--- config.mk ---
export PLATFORM = sky130hd
export DESIGN_NAME = load_store_unit
export DESIGN_NICKNAME = d
export VERILOG_FILES = /design/src/rtl/load_store_unit.sv
export SDC_FILE = /design/constraint.sdc
export NUM_CORES = 1
export LEC_CHECK = 0
export ABC_CLOCK_PERIOD_IN_PS = 1700
export CAP_MARGIN = 40
export CORE_AREA = 3 3 135 137
export CTS_CLUSTER_DIAMETER = 30
export CTS_CLUSTER_SIZE = 40
export DETAILED_ROUTE_END_ITERATION = 12
export DIE_AREA = 0 0 138 140
export PLACE_DENSITY = 0.75
export SYNTH_ARGS = -nofsm -noshare
export SYNTH_HDL_FRONTEND = slang
export SYNTH_SLANG_ARGS = --single-unit
--- constraint.sdc ---
create_clock -name clk -period 1.7 [get_ports clk]
set_input_delay 0.255 -clock clk [delete_from_list [all_inputs] [get_ports clk]]
set_output_delay 0.255 -clock clk [all_outputs]
set_load 0.01 [all_outputs]
--- src/rtl/load_store_unit.sv ---
// load_store_unit: byte/halfword/word loads and stores over a word memory, with read-modify-write for sub-word stores.
module load_store_unit #(
  parameter int N = 32,
  parameter int A = 32
) (
  input  logic         clk,
  input  logic         rst,
  input  logic         req_valid,
  output logic         req_ready,
  input  logic         req_we,
  input  logic [2:0]   req_funct3,
  input  logic [A-1:0] req_addr,
  input  logic [N-1:0] req_wdata,
  output logic         rsp_valid,
  input  logic         rsp_ready,
  output logic [N-1:0] rsp_rdata,
  output logic         rsp_err,
  output logic         mem_we,
  output logic [A-1:0] mem_raddr,
  output logic [A-1:0] mem_waddr,
  output logic [N-1:0] mem_wdata,
  input  logic [N-1:0] mem_rdata
);
  typedef enum logic [1:0] {IDLE, READ, WRITE, RESP} state_t;
  state_t state, nxt;
  logic we_q, bad;
  logic [2:0] f3_q;
  logic [1:0] lane_q;
  logic [N-1:0] wdata_q, sh, ld, mask, ins, merged;
  always_comb begin
    bad = (req_we ? req_funct3 > 3'd2 : (req_funct3 == 3'd3 || req_funct3[2:1] == 2'b11)) ||
          (req_funct3[1:0] == 2'b01 && req_addr[0]) ||
          (req_funct3[1:0] == 2'b10 && req_addr[1:0] != 2'b00);
    sh = mem_rdata >> {lane_q, 3'b000};
    ld = f3_q[1] ? mem_rdata :
         f3_q[0] ? {{16{~f3_q[2] & sh[15]}}, sh[15:0]} : {{24{~f3_q[2] & sh[7]}}, sh[7:0]};
    mask = (f3_q[0] ? 32'h0000_FFFF : 32'h0000_00FF) << {lane_q, 3'b000};
    ins = f3_q[0] ? {2{wdata_q[15:0]}} : {4{wdata_q[7:0]}};
    merged = f3_q[1] ? wdata_q : (mem_rdata & ~mask) | (ins & mask);
    nxt = state == IDLE  ? (req_valid ? (bad ? RESP : READ) : IDLE) :
          state == READ  ? (we_q ? WRITE : RESP) :
          state == WRITE ? RESP : (rsp_ready ? IDLE : RESP);
  end
  assign req_ready = state == IDLE;
  assign rsp_valid = state == RESP;
  // gated by rst so a write aborted by reset never reaches memory
  assign mem_we = state == WRITE && !rst;
  always_ff @(posedge clk) begin
    if (rst) begin
      state <= IDLE;
      we_q <= 1'b0;
      f3_q <= '0;
      lane_q <= '0;
      wdata_q <= '0;
      rsp_rdata <= '0;
      rsp_err <= 1'b0;
      mem_raddr <= '0;
      mem_waddr <= '0;
      mem_wdata <= '0;
    end else begin
      state <= nxt;
      if (state == IDLE && req_valid) begin
        we_q <= req_we;
        f3_q <= req_funct3;
        lane_q <= req_addr[1:0];
        wdata_q <= req_wdata;
        rsp_err <= bad;
        rsp_rdata <= '0;
        if (!bad) mem_raddr <= {2'b00, req_addr[A-1:2]};
      end
      if (state == READ) begin
        rsp_rdata <= we_q ? '0 : ld;
        if (we_q) begin
          mem_waddr <= mem_raddr;
          mem_wdata <= merged;
        end
      end
    end
  end
endmodule
After elaboration in Yosys (flattened, before gate mapping)
Cells that the tools add are included.
{"block": "op_classes", "n_bitwise": 8, "order_cmp": 1, "n_mux": 16, "shift": 2, "n_eq_ne": 7, "n_reduce_logical": 13}
{"operator": "$mux W32", "n": 7}
{"operator": "$and A32 B32 Y32", "n": 2}
{"operator": "$not A32 Y32", "n": 1}
{"operator": "$or A32 B32 Y32", "n": 1}
{"operator": "$shl A16 B5 Y32", "n": 1}
{"operator": "$shr A32 B5 Y16", "n": 1}
{"operator": "$mux W16", "n": 1}
{"operator": "$mux W2", "n": 6}
{"operator": "$eq A2 B2 Y1 const B", "n": 4}
{"operator": "$eq A2 B1 Y1 const B", "n": 2}
{"operator": "$logic_and A1 B1 Y1", "n": 4}
{"operator": "$reduce_and A2 Y1", "n": 2}
{"operator": "$reduce_bool A2 Y1", "n": 2}
{"operator": "$eq A3 B2 Y1 const B", "n": 1}
{"operator": "$gt A3 B2 Y1 const B", "n": 1}
{"operator": "$logic_or A1 B1 Y1", "n": 3}
{"operator": "$and A1 B1 Y1", "n": 2}
{"operator": "$logic_not A2 Y1", "n": 1}
{"operator": "$mux W1", "n": 2}
{"operator": "$not A1 Y1", "n": 2}
{"operator": "$logic_not A1 Y1", "n": 1}
{"block": "word_totals", "elab_cells": 57, "reg_bits": 165, "out_inout_bits": 132}

Depth between registers and ports, before layout
Gate-level depths: netlist (run 1).
{"block": "depth", "word_depth": 8, "depth_mapped": 7, "depth_no_buf": 4}

Worst setup path after synthesis (run 1)
Ideal clock, no wire load.
{"block": "synth_path", "path_kind": "register -> register", "start": "reg lane_q[0]", "end": "reg rsp_rdata[29]", "setup_slack_ns": 0.036, "period_less_slack_ns": 1.664, "path_stages_with_launch": 6, "setup_time_ns": 0.131, "t_arrival_ns": 1.532, "cell_sequence": "dfxtp_1 mux2_2 mux4_2 nand2_2 buf_2 o21ai_0"}
{"block": "synth_between", "elab_chain_cells": 6, "elab_cells_between_ends": 7, "classes_between": "shift (1); mux (4); bitwise (2)"}
{"element": "from (decl)", "line": "28", "rtl": "logic [1:0] lane_q;"}
{"element": "from (signal assigned)", "line": "65", "rtl": "lane_q <= req_addr[1:0];"}
{"element": "$shr A32 B5 Y16 (*)", "line": "34", "rtl": "sh = mem_rdata >> {lane_q, 3'b000};"}
{"element": "$and A1 B1 Y1", "line": "36", "rtl": "f3_q[0] ? {{16{~f3_q[2] & sh[15]}}, sh[15:0]} : {{24{~f3_q[2] & sh[7]}}, sh[7:0]};"}
{"element": "$mux W32 (*)", "line": "36"}
{"element": "$mux W32 (*)", "line": "35", "rtl": "ld = f3_q[1] ? mem_rdata :"}
{"element": "$mux W32 (*)", "line": "72", "rtl": "rsp_rdata <= we_q ? '0 : ld;"}
{"element": "$mux W32 (*)", "line": "71", "rtl": "if (state == READ) begin"}
{"element": "to (signal assigned)", "line": "72"}
{"element": "to (decl)", "line": "16", "rtl": "output logic [N-1:0] rsp_rdata,"}
Every way passes the cells marked *; elsewhere a longest branch is shown, timed or not.
A chain may end at the register's enable or synchronous reset.

Worst setup path after layout (run 1)
{"block": "layout_path", "start": "reg state[0]", "end": "reg rsp_rdata[13]"}
{"block": "layout_between", "elab_chain_cells": 3, "elab_cells_between_ends": 5, "classes_between": "eq/ne (1); mux (1); reduce/logical (3)"}
{"element": "from (decl)", "line": "25", "rtl": "state_t state, nxt;"}
{"element": "from (signal assigned)", "line": "61", "rtl": "state <= nxt;"}
{"element": "$logic_not A2 Y1", "line": "62", "rtl": "if (state == IDLE && req_valid) begin"}
{"element": "$logic_and A1 B1 Y1", "line": "62"}
{"element": "$reduce_bool A2 Y1 (no line)"}
Parallel ways exist; a longest one is shown, timed or not.

==> flow_metrics.py, run 1 <==
metrics = {
    "worst_setup_path": {
        "endpoint_kind": "flop",
        "crit_slowest_cell": "or3b_4",
        "timing.critical_path.from_type": "flop",
        "critical_path_class": "reg2reg",
        "cp_cell_sequence": "or3b_4 -> buf_4 -> nor2_1 -> buf_12 -> a22oi_1 -> o221ai_1",
        "critical_path.max_stage_delay_ns": 0.40,
        "critical_path_arrival_ns": 1.98,
        "worst-path-max-fanout": 23,
        "worst_ep_required_time_ns": 2.03,
    },
    "timing": {
        "post-route-min-period_ns": 1.645,
        "setup_viol": 0,
        "slew-limit-headroom_pct": 50.03,
        "worst_slew_pin_slew_ns": 0.7495,
        "finalWorstSetupSlack_ns": 0.05458,
        "max_freq_mhz": 607.7,
        "clock-skew-final_ns": 0.01110,
        "finalMaxSlewViolations": 0,
        "fin_crit_sh_pct": 96.79,
        "rsz0062_at_grt": "true",
        "setup_tns_ns": 0,
        "hold_viol": 0,
    },
    "place": {
        "place_hpwl_mm": 17.78,
        "finalWeightedCongestion": 0.9344,
        "place_worst_setup_slack_ns": -0.3240,
        "placedInstanceArea_um2": 9836,
        "post-place-cells": 1321,
        "io_buffers": 231,
    },
    "die": {
        "pin_count": 236,
        "die_height_um": 140,
        "placementRows": 48,
        "coreArea_um2": 17180,
        "starting_density_pct": 40.63,
        "fp.dieArea_um2": 19320,
        "dieWidth_um": 138,
    },
    "layout": {
        "area_delta_synth_final_pct": 49.86,
        "net_count_final": 1219,
        "final_design_area_no_fill_um2": 10460,
        "final-instance-count-excl-fill": 1353,
        "diodes": 0,
        "fraction_of_final_layout_cells_sized_beyond_drive_strength_1_pct": 10.37,
    },
    "clock_network": {
        "clock_tree_from_tritoncts": "yes",
        "cts-root-to-sink-buffers": 2,
        "insertion_delay_ns": 0.42,
        "cts.root.buffer_cell": "clkbuf_16",
        "cts_htree_levels": 4,
        "path_clk_slew_ns": 0.07,
        "cts_made_buffers": 17,
        "cts_sinks": 165,
        "postCtsSetupRepairBufs": 0,
    },
    "synthesis": {
        "synth_edf_count": 0,
        "synth.yosys.warnings": 0,
        "avgSynthCellArea_um2": 7.976,
        "synth_top_family_by_area": "compound AO/OA/AOI/OAI gates",
        "synth_cell_types": 45,
        "synth-compound-area-share_pct": 22.18,
        "yosys_most_used_dff": "dfxtp_1",
        "synthXorXnorAreaFrac_pct": 0,
        "yosys_register_bits": 165,
        "synthMuxAreaShare_pct": 4.554,
        "synth_adder_area_share_pct": 0,
        "post_synthesis_sequential_area_ratio_pct": 47.33,
        "post_synth_instance_area_um2": 6979,
        "ys_async_sr_fraction_pct": 0,
        "fraction_of_the_mapped_netlist_area_in_simple_logic_gates_pct": 20.44,
        "synthCells": 875,
    },
    "grt": {
        "global_route_usage_over_all_layers_pct": 24.39,
        "first_global_vias": 6996,
        "grt_overflow": 0,
        "number_of_antenna_violations_at_the_first_check_in_global_routing": 0,
        "pin_count_of_the_biggest_net_entering_global_routing": 72,
        "grt_pass1_wl_mm": 38.03,
    },
    "route": {
        "drt-initial-drc-count": 454,
        "antenna_left": 0,
        "num_vias": 7244,
        "route.detailed.wl_per_inst_um": 17.83,
        "route.detailed.drc": 0,
        "route.final.wire_length_mm": 24.12,
        "post_drt_via_cell_ratio": 5.354,
        "dr.pass1.iters": 5,
    },
    "power_and_ir_drop": {
        "power.static_leakage_nw": 3.715,
        "peakVddDrop_mv": 0.6734,
        "powerDensity_nw_per_um2": 919.6,
    },
    "min_path": {
        "holdCritPathClass": "in2reg",
    },
    "flow_run": {
        "drv_cap": 0,
    },
    "run_status": {
        "outcome": "finished, final reports clean",
    },
}
-- cells by family (layout without fill, tap and decap cells) --
family,Yosys count,count (layout)
buf+inv,89,339
flops,165,165
simple gates,338,338
compound gates,252,252
mux,30,30
other cells,1,4
-- power by group --
group          leakage [nW]  total [mW]  switching [mW]  internal, mW
clock                 0.266        3.81            1.60          2.21
combinational          2.11        1.63           0.805         0.822
sequential             1.34        4.18           0.134          4.05
total                  3.72        9.62            2.54          7.08
-- Yosys cell counts (9+ instances only) --
cell | n | area share (%)
dfxtp_1 | 165 | 47
a211oi_1 | 9 | 0.97
a22oi_1 | 24 | 2.6
o221ai_1 | 22 | 2.8
inv_1 | 10 | 0.54
buf_2 | 19 | 1.4
o21ai_0 | 32 | 2.3
nand2_1 | 237 | 13
nor3b_1 | 10 | 1.1
a21oi_1 | 124 | 8.9
mux2i_1 | 25 | 3.6
clkbuf_1 | 48 | 2.6
nor2_1 | 46 | 2.5
nor2b_1 | 10 | 0.90
nor3_1 | 18 | 1.3
-- state kept, by name, summed over array words and instances, names as in the netlist --
register / flops
mem_waddr: 30
f3_q: 3
mem_raddr: 30
mem_wdata: 32
lane_q: 2
rsp_err: 1
wdata_q: 32
state: 2
we_q: 1
rsp_rdata: 32
-- path summary, 6_finish.rpt --
| path | cells past startpoint | slack [ns] | startpoint | end |
|---|---|---|---|---|
| worst max-delay path | 6 | 0.05 | state[0] | rsp_rdata[13] |
| worst min-delay path | 3 | 0.31 | rst | f3_q[1] |
| worst max register to register | 6 | 0.05 | state[0] | rsp_rdata[13] |
| worst min register to register | 2 | 0.44 | rsp_rdata[5] | rsp_rdata[5] |
-- per-stage QoR --
stage                     hold slack [ns]  power, mW  utilization, %
after floorplan                    0.3910      4.980               -
after global placement             0.4249      5.853           57.26
after detailed placement           0.4334      5.868           57.26
after CTS                          0.2855      9.658           60.69
after global routing               0.3168      9.968           60.89
final                              0.3142      9.618           60.89
-- critical path, delay by kind of cell (launching register included) --
kind	cells	cell delay [ns]
buffers and inverters	2	0.34
AND/OR/NAND/NOR	2	0.57
AO/OA/AOI/OAI	2	0.28
flip-flops	1	0.35
-- layer usage --
layer,vias up,global-route usage (%),part of all wire [%]
li1,3504,-,-
met1,3341,29.96,41
met2,349,37.77,44
met3,50,10.41,11
met4,0,10.09,3.2
met5,-,0,0
-- cells in the final DEF (no fill, tap or decap), types with 3 or more instances in the layout --
| cell type | n |
|---|---|
| mux2i_1 | 25 |
| a221oi_1 | 8 |
| nor3b_1 | 8 |
| clkbuf_1 | 3 |
| inv_1 | 10 |
| nor2b_1 | 10 |
| nand2_1 | 237 |
| dfxtp_2 | 4 |
| mux2_2 | 4 |
| clkdlybuf4s50_1 | 225 |
| buf_6 | 4 |
| buf_12 | 8 |
| o221ai_1 | 22 |
| nor2_1 | 45 |
| a22oi_1 | 24 |
| clkinvlp_4 | 5 |
| buf_4 | 54 |
| a21oi_1 | 124 |
| a211oi_1 | 9 |
| o21ai_0 | 32 |
| dfxtp_1 | 161 |
| nor3_1 | 18 |
| and2_1 | 3 |
| a31oi_1 | 8 |
| a311oi_1 | 8 |
| a2bb2oi_1 | 7 |
| nand3_1 | 3 |
| o21ai_1 | 3 |
| conb_1 | 4 |
| clkbuf_16 | 17 |
-- cell type report --
| type | count | area (um2) |
|---|---|---|
| clock buffer | 21 | 450.4 |
| fill | 1574 | 6718 |
| tap | 225 | 281.5 |
| inverter | 11 | 41.29 |
| multi-input combinational | 624 | 3337 |
| clock inverter | 11 | 125.1 |
| timing repair buffer | 296 | 2915 |
| sequential | 165 | 3308 |
-- repair_timing --
item,4_1_cts,5_1_grt
pin swaps,0,1
resized for setup,9,11
hold buffers,0,0
setup endpoints to repair,27,44
No activity file was read; power rests on OpenSTA's default activity.
==> run 2, diff against run 1 <==
ABC_CLOCK_PERIOD_IN_PS = 1900   (was 1700)
CORE_AREA = 3 3 125 127   (was 3 3 135 137)
DIE_AREA = 0 0 128 130   (was 0 0 138 140)
PLACE_DENSITY = 0.83   (was 0.75)
clock period = 1.9 ns   (was 1.7 ns; I/O delays follow)
==> flow_metrics.py, run 2 (same netlist as run 1, synthesis figures left out) <==
metrics = {
    "layout": {
        "net_count_final": 1195,
        "diodes": 0,
        "area_delta_synth_final_pct": 45.80,
        "fraction_of_final_layout_cells_sized_beyond_drive_strength_1_pct": 7.790,
        "final.fill_count": 1161,
        "largestRegisters": "mem_wdata: 32 flops, rsp_rdata: 32 flops, wdata_q: 32 flops",
        "final-instance-count-excl-fill": 1288,
        "layout.cells.most_common": "nand2_1",
        "mostFrequentLayoutCells": "nand2_1, clkdlybuf4s50_1, dfxtp_1",
    },
    "die": {
        "dieWidth_um": 128,
        "pin_count": 236,
        "placementRows": 44,
        "fp.dieArea_um2": 16640,
        "die_height_um": 130,
        "starting_density_pct": 48.02,
        "coreArea_um2": 14530,
    },
    "grt": {
        "number_of_antenna_violations_at_the_first_check_in_global_routing": 0,
        "first_global_vias": 7064,
        "grt_pass1_wl_mm": 36.94,
        "pin_count_of_the_biggest_net_entering_global_routing": 111,
        "grt_overflow": 0,
        "global_route_usage_over_all_layers_pct": 27.94,
    },
    "place": {
        "finalWeightedCongestion": 0.9749,
        "post-place-cells": 1256,
        "place_hpwl_mm": 16.81,
        "place_worst_setup_slack_ns": -0.2345,
        "io_buffers": 231,
    },
    "worst_setup_path": {
        "critical_path_class": "reg2reg",
        "cp_cell_sequence": "buf_4 -> buf_4 -> nor2_1 -> nor2_1 -> buf_4 -> nand2_1 -> a311oi_1",
        "critical_path_depth": 7,
        "crit_slowest_cell": "dfxtp_1",
        "critical_path.reg2reg.startpoint": "lane_q[0]",
        "path_delay_family": "buffers and inverters",
        "most_prevalent_standard_cell_on_the_critical_path": "buf_4",
        "critical_path_arrival_ns": 2.14,
        "critical_path.max_stage_delay_ns": 0.43,
        "worst_r2r_path_depth": 7,
        "worst_ep_required_time_ns": 2.22,
        "crit-reg2reg-capture": "mem_wdata[1]",
        "crit_end": "mem_wdata[1]",
        "endpoint_kind": "flop",
        "worst-path-max-fanout": 17,
        "worst_setup_path_startpoint": "lane_q[0]",
        "timing.critical_path.from_type": "flop",
        "worst-r2r-setup-slack_ns": 0.07,
        "worstPathBufferInverterCount": 3,
    },
    "timing": {
        "final.hold.worst_slack_ns": 0.1621,
        "finalWorstSetupSlack_ns": 0.07408,
        "finalMaxSlewViolations": 0,
        "rsz0062_at_grt": "false",
        "clock-skew-final_ns": 0.008201,
        "fin_crit_sh_pct": 96.10,
        "slew-limit-headroom_pct": 64.87,
        "setup_viol": 0,
        "setup_tns_ns": 0,
        "hold_viol": 0,
        "max_freq_mhz": 547.7,
        "post-route-min-period_ns": 1.826,
        "worst_slew_pin_slew_ns": 0.5234,
    },
    "clock_network": {
        "cts.root.buffer_cell": "clkbuf_16",
        "cts_sinks": 165,
        "cts_htree_levels": 4,
        "insertion_delay_ns": 0.43,
        "cts-root-to-sink-buffers": 2,
        "path_clk_slew_ns": 0.07,
        "cts_made_buffers": 17,
        "clock_tree_from_tritoncts": "yes",
    },
    "route": {
        "dr.pass1.iters": 5,
        "route.detailed.drc": 0,
        "route.final.wire_length_mm": 23.44,
        "route.detailed.wl_per_inst_um": 18.20,
        "num_vias": 7283,
        "antenna_left": 0,
        "drt-initial-drc-count": 623,
        "post_drt_via_cell_ratio": 5.655,
    },
    "power_and_ir_drop": {
        "peakVddDrop_mv": 0.5924,
        "total_power_mw": 8.477,
        "power.static_leakage_nw": 3.563,
        "powerDensity_nw_per_um2": 833.0,
    },
    "run_status": {
        "outcome": "finished, final reports clean",
    },
    "flow_run": {
        "drv_cap": 0,
    },
    "min_path": {
        "holdCritPathClass": "in2reg",
    },
}
==> run 2: cell count changes in the layout (fill, tap and decap cells not counted), sizes merged, moves of 2 or more <==
cell           previous run  this run
buf                      66        42
clkdlybuf4s50           225       227
dlymetal6s2s              2         0
clkinv                    3         8
clkbuf                   21        23
clkinvlp                  5         0
==> run 2: metrics by stage <==
stage          util (%)  cell area [um2]
3_3_place_gp      66.08             9604
3_5_place_dp      66.08             9604
6_report          70.02            10180
2_1_floorplan         -             6990
5_1_grt           70.02            10180
4_1_cts           70.01            10170
==> run 2: where the power goes <==
group	total [mW]	internal, mW	leakage (nW)	switching [mW]
Sequential	3.74	3.62	1.34	0.123
Clock	3.35	1.92	0.282	1.42
Combinational	1.39	0.684	1.94	0.701
==> run 2: area by class of cell <==
class	instances	area [um2]	area share [%]
sequential	165	3304	32.47
timing repair buffer	272	2714	26.67
inverter	11	41.29	0.4058
multi-input combinational	624	3312	32.55
clock buffer	23	478.0	4.697
clock inverter	9	96.34	0.9468
tap	184	230.2	2.262
==> run 2: how the worst min path moves through the flow <==
stage | from | end | cells past startpoint
finish | rst | wdata_q[18] | 2
global route | rst | wdata_q[18] | 2
CTS | rst | wdata_q[18] | 2
detailed placement | rsp_rdata[0] | rsp_rdata[0] | 2
global placement | rsp_rdata[3] | rsp_rdata[3] | 2
floorplan | req_wdata[16] | wdata_q[16] | 2
==> run 2: worst reg2reg max path: cells and delay by family (launching register included) <==
kind | cells | cell delay [ns]
buffers and inverters | 3 | 0.77
and+or+nand+nor | 3 | 0.23
AOI/OAI and AO/OA | 1 | 0.30
DFF | 1 | 0.43
==> run 2: what timing repair did <==
action,CTS,global route
pin swaps,0,0
setup buffers,0,0
resized for setup,3,1
endpoints found under the setup margin,3,4
hold buffers,0,0
==> run 2: layer usage <==
metal	global-route usage, %	wire, um
met1	33.75	9075
met2	43.59	10380
met3	10.93	2946
met4	13.92	1036
met5	0	0
